### src/rtl/piso8_transmitter_if.sv
// Parallel-in / serial-out handshake bundle for piso8_transmitter.
// master = word producer / serial consumer, slave = transmitter.
interface piso8_transmitter_if;
    logic [7:0] pi;
    logic       piValid;
    logic       piReady;
    logic       serOut;
    logic       serValid;
    logic       done;

    modport master (
        output pi,
        output piValid,
        input  piReady,
        input  serOut,
        input  serValid,
        input  done
    );

    modport slave (
        input  pi,
        input  piValid,
        output piReady,
        output serOut,
        output serValid,
        output done
    );
endinterface

### src/rtl/piso8_transmitter.sv
// 8-bit LSB-first parallel-to-serial transmitter with clock enable and done pulse.
// Define PISO8_PARITY_EN to append an even-parity ninth bit (state PAR).
//
// state   | meaning
// --------+---------------------------------------------------------
// S_IDLE  | waiting for piValid; serOut=IDLE_LEVEL, piReady=1
// S_SHIFT | driving data bits 0..7 (r_cnt = index of bit on serOut)
// S_PAR   | driving parity bit (PISO8_PARITY_EN builds only)
module piso8_transmitter #(
    parameter logic IDLE_LEVEL = 1'b0
) (
    input  logic             clk,
    input  logic             rstN,
    input  logic             en,
    piso8_transmitter_if.slave bus
);

`ifdef PISO8_PARITY_EN
    typedef enum logic [1:0] {S_IDLE, S_SHIFT, S_PAR} state_t;
`else
    typedef enum logic [1:0] {S_IDLE, S_SHIFT} state_t;
`endif

    state_t     r_state;
    state_t     w_state_nxt;
    logic [2:0] r_cnt;
    logic [7:0] r_sh;
    logic       r_ser;
    logic       r_valid;
    logic       r_done;
    logic       w_last;
    logic       w_ser_nxt;
    logic       w_valid_nxt;
    logic       w_done_nxt;

    assign w_last = (r_cnt == 3'd7);

    always_ff @(posedge clk or negedge rstN) begin
        if (!rstN) begin
            r_state <= S_IDLE;
        end else if (en) begin
            r_state <= w_state_nxt;
        end
    end

    always_comb begin
        w_state_nxt = r_state;
        case (r_state)
            S_IDLE: begin
                if (bus.piValid) begin
                    w_state_nxt = S_SHIFT;
                end
            end
            S_SHIFT: begin
                if (w_last) begin
`ifdef PISO8_PARITY_EN
                    w_state_nxt = S_PAR;
`else
                    w_state_nxt = S_IDLE;
`endif
                end
            end
`ifdef PISO8_PARITY_EN
            S_PAR: begin
                w_state_nxt = S_IDLE;
            end
`endif
            default: begin
                w_state_nxt = S_IDLE;
            end
        endcase
    end

    // The word rotates rather than shifts: after 8 steps it is intact again,
    // so its XOR is still the parity of the captured word.
    always_ff @(posedge clk or negedge rstN) begin
        if (!rstN) begin
            r_cnt <= 3'd0;
            r_sh  <= 8'h00;
        end else if (en) begin
            if (r_state == S_IDLE) begin
                if (bus.piValid) begin
                    r_sh  <= bus.pi;
                    r_cnt <= 3'd0;
                end
            end else if (r_state == S_SHIFT) begin
                r_sh  <= {r_sh[0], r_sh[7:1]};
                r_cnt <= r_cnt + 3'd1;
            end
        end
    end

    always_comb begin
        w_ser_nxt   = IDLE_LEVEL;
        w_valid_nxt = 1'b0;
        w_done_nxt  = 1'b0;
        case (r_state)
            S_IDLE: begin
                if (bus.piValid) begin
                    w_ser_nxt   = bus.pi[0];
                    w_valid_nxt = 1'b1;
                end
            end
            S_SHIFT: begin
                if (!w_last) begin
                    w_ser_nxt   = r_sh[1];
                    w_valid_nxt = 1'b1;
                end else begin
`ifdef PISO8_PARITY_EN
                    w_ser_nxt   = ^r_sh;
                    w_valid_nxt = 1'b1;
`else
                    w_done_nxt  = 1'b1;
`endif
                end
            end
`ifdef PISO8_PARITY_EN
            S_PAR: begin
                w_done_nxt = 1'b1;
            end
`endif
            default: begin
                w_done_nxt = 1'b0;
            end
        endcase
    end

    always_ff @(posedge clk or negedge rstN) begin
        if (!rstN) begin
            r_ser   <= IDLE_LEVEL;
            r_valid <= 1'b0;
            r_done  <= 1'b0;
        end else if (en) begin
            r_ser   <= w_ser_nxt;
            r_valid <= w_valid_nxt;
            r_done  <= w_done_nxt;
        end
    end

    assign bus.serOut   = r_ser;
    assign bus.serValid = r_valid;
    assign bus.done     = r_done;
    assign bus.piReady  = (r_state == S_IDLE);

endmodule

### src/flat_wrapper.sv
// flat-port wrapper written by rule: the top's interface ports become plain ports
module piso8_transmitter_flat 
#(
    parameter logic IDLE_LEVEL = 1'b0
)
  (clk, rstN, en, bus_pi, bus_piValid, bus_piReady, bus_serOut, bus_serValid, bus_done);
  piso8_transmitter_if bus_i ();
  input  logic clk;
  input  logic rstN;
  input  logic en;
  input wire logic [$bits(bus_i.pi)-1:0] bus_pi;
  input wire logic [$bits(bus_i.piValid)-1:0] bus_piValid;
  output wire logic [$bits(bus_i.piReady)-1:0] bus_piReady;
  output wire logic [$bits(bus_i.serOut)-1:0] bus_serOut;
  output wire logic [$bits(bus_i.serValid)-1:0] bus_serValid;
  output wire logic [$bits(bus_i.done)-1:0] bus_done;
  assign bus_i.pi = bus_pi;
  assign bus_i.piValid = bus_piValid;
  assign bus_piReady = bus_i.piReady;
  assign bus_serOut = bus_i.serOut;
  assign bus_serValid = bus_i.serValid;
  assign bus_done = bus_i.done;
  piso8_transmitter #(.IDLE_LEVEL(IDLE_LEVEL)) u_core (.clk(clk), .rstN(rstN), .en(en), .bus(bus_i));
endmodule
### config.mk
export PLATFORM = sky130hd
export DESIGN_NAME = piso8_transmitter_flat
export DESIGN_NICKNAME = d
export VERILOG_FILES = /design/src/rtl/piso8_transmitter_if.sv /design/src/rtl/piso8_transmitter.sv /design/src/flat_wrapper.sv
export SDC_FILE = /design/constraint.sdc
export NUM_CORES = 1
export LEC_CHECK = 0
export BUFFER_PORTS_ARGS = -buffer_cell sky130_fd_sc_hd__buf_2
export CORE_MARGIN = 1.5
export CORE_UTILIZATION = 40
export DETAILED_ROUTE_END_ITERATION = 12
export GPL_ROUTABILITY_DRIVEN = 0
export PLACE_DENSITY = 0.66
export SETUP_SLACK_MARGIN = 0.5
export SLEW_MARGIN = 20
export SYNTH_ARGS = -nofsm -noshare
export SYNTH_HDL_FRONTEND = slang
export SYNTH_SLANG_ARGS = --single-unit
### constraint.sdc
create_clock -name clk -period 1.13 [get_ports clk]
set_input_delay 0.226 -clock clk [delete_from_list [all_inputs] [get_ports clk]]
set_output_delay 0.226 -clock clk [all_outputs]
set_load 0.01 [all_outputs]
==> results.json <==
{
  "rr_startpoint": "u_core.r_cnt[0]",
  "ant_nets": 0,
  "critPathMaxFanout": 2,
  "synthCells": 68,
  "synth_area_sq_um": 688,
  "grt_max_degree": 16,
  "maxCapViolCount": 0,
  "end_kind": "output port",
  "grt_pass1_vias": 574,
  "violations": "negative hold slack",
  "first_iter_violations": 24,
  "seq_area_frac_synth_pct": 54.5,
  "yosysTopAreaCell": "dfrtp_1",
  "worstMarginPinSlew_ns": 0.428,
  "r2r_cells": 3,
  "critPathMaxStageDelay_ns": 0.44,
  "antennaDiodeCount": 0,
  "syn_to_final_growth_pct": 49.6,
  "clock_path_buffers": 2,
  "ir_drop_mv": 1.28,
  "clock_latency_ns": 0.29,
  "setup_violations": 0,
  "synthDistinctLibCells": 21,
  "ys_top_cells_by_area": "dfrtp_1, o22ai_1, a21oi_1, ha_1, o21ai_0",
  "cp.depth": 2,
  "via_per_inst": 5.90,
  "cp.arrival_ns": 0.89,
  "antenna_found_initial": 0,
  "slowest_stage": "dfrtp_2",
  "grt_pass1_wl_um": 2610,
  "die_w_um": 44.5,
  "synth-async-reset-ratio_pct": 100,
  "synth_warnings": 0,
  "drt-pass1-iter-count": 6,
  "final.period_utilization_pct": 98.7,
  "crit_buf_inv": 2,
  "clk_pin_slew_ns": 0.09,
  "overflow": 0,
  "critPathKind": "reg -> out",
  "outcome": "finished, violations left",
  "worst_ep_required_time_ns": 0.90,
  "hold_violations": 15,
  "ios": 16,
  "wl_um": 1660,
  "fmax_mhz": 896,
  "io_buffers": 15,
  "drc": 0,
  "routedWlPerCell_um": 15.2,
  "finalMaxSlewViolations": 0,
  "utilization_pct": 66.1,
  "min_path_type": "in -> async",
  "crit_chain": "inv_4, buf_6",
  "drive_gt1_share_pct": 57.0,
  "h-tree-depth": 1,
  "cts_made_buffers": 3,
  "multi_input_area_sq_um": 437,
  "synth_edf_count": 0,
  "yosys.area.top_type_share_pct": 54.5,
  "ff2ff_setup_slack_ns": 0.03,
  "clock_sinks": 15,
  "worst_r2r_endpoint": "u_core.r_cnt[2]",
  "rows": 14,
  "yosys_most_used_dff": "dfrtp_1",
  "path_delay_family": "flip-flops",
  "critPathLaunchType": "flip-flop",
  "root_buffer": "clkbuf_4",
  "nFillCells": 117,
  "coreArea_sq_um": 1560,
  "initial_core_util_pct": 44.1,
  "finClkSkew_ns": 0.00119,
  "cts_tree": "done",
  "dpl.hpwl_um": 1020,
  "gr-usage-all-layers_pct": 18.4,
  "syn_nets": 82,
  "p_leak_uw": 0.000420,
  "power-per-cell-area_nw_per_um2": 2360,
  "rsz0062_at_grt": "yes",
  "seqCellArea_sq_um": 377,
  "p_total_uw": 2430,
  "ys_seq_elements": 15,
  "hold_ws_ns": -0.180,
  "dieHeight_um": 44.5,
  "maxSlewHeadroom_pct": 71.5,
  "die-area_sq_um": 1980,
  "vias": 643,
  "nets": 108,
  "final_cell_mix": "buf_2, dfrtp_1, buf_4",
  "final.min_clock_period_ns": 1.12,
  "syn_avg_cell_area_sq_um": 10.1
}
==> worst max path at each step <==
stage | endpoint | slack, ns | from
floorplan | u_core.r_cnt[2] | 0.05 | u_core.r_cnt[0]
global route | bus_piReady | -0.007 | u_core.r_state[0]
global placement | u_core.r_cnt[2] | 0.04 | u_core.r_cnt[0]
detailed placement | u_core.r_cnt[2] | 0.01 | u_core.r_cnt[0]
finish | bus_piReady | 0.01 | u_core.r_state[0]
CTS | u_core.r_cnt[2] | 0.03 | u_core.r_cnt[0]
==> flip-flops by register name (all words and copies together), names as in the netlist <==
register / flops
u_core.bus.serOut: 1
u_core.r_sh: 8
u_core.r_cnt: 3
u_core.bus.serValid: 1
u_core.r_state: 1
u_core.bus.done: 1
==> per-stage QoR <==
stage | cells | TNS [ns] | setup WS [ns] | area, sq um
finish | 109 | 0 | 0.0143 | 1030
global route | 109 | -0.00690 | -0.00690 | 1030
CTS | 107 | 0 | 0.0292 | 902
detailed placement | 98 | 0 | 0.0102 | 820
global placement | 98 | 0 | 0.0405 | 820
floorplan | 68 | 0 | 0.0534 | 737
==> timing repair <==
| item | in CTS | in global routing |
|---|---|---|
| hold endpoints to repair | 15 | 15 |
| pin swaps | 2 | 3 |
| resized for setup | 3 | 21 |
| setup endpoints to repair | 19 | 19 |
| buffers inserted | 5 | 2 |
==> layer usage <==
metal  GRT usage [%]  part of all wire [%]
met5               0                     0
met4            9.09                   2.3
met3            2.45                   2.6
met2            29.9                    49
met1            23.8                    46
==> final cells by class <==
cell class	instances	area share [%]
inverter	3	1.58
clock buffer	3	2.19
tap	16	1.94
timing repair buffer	24	14.8
clock inverter	1	0.486
multi-input combinational	47	42.4
sequential	15	36.6
==> where the power goes <==
part	switching, uW	internal (uW)
clock	188	132
sequential	254	773
combinational	476	604
==> logic make-up (layout without fill, tap and decap cells) <==
kind of cell | Yosys count | in the layout | synth area share (%)
flip-flops | 15 | 15 | 54.5
buffers and inverters | 6 | 31 | 4.54
adder cells (fa/ha/maj) | 2 | 2 | 3.64
AND/OR/NAND/NOR | 14 | 14 | 10.4
AO/OA/AOI/OAI | 31 | 31 | 26.9
==> synth_stat cells (2+ instances only) <==
library cell / count
o21ai_0: 4
nand3b_1: 2
o22ai_1: 12
ha_1: 2
a21oi_1: 9
nand2_1: 4
dfrtp_1: 15
a22o_1: 2
nand3_1: 3
inv_1: 2
nor2_1: 2
buf_4: 2
Note: power is estimated with default switching activity, not from simulation.
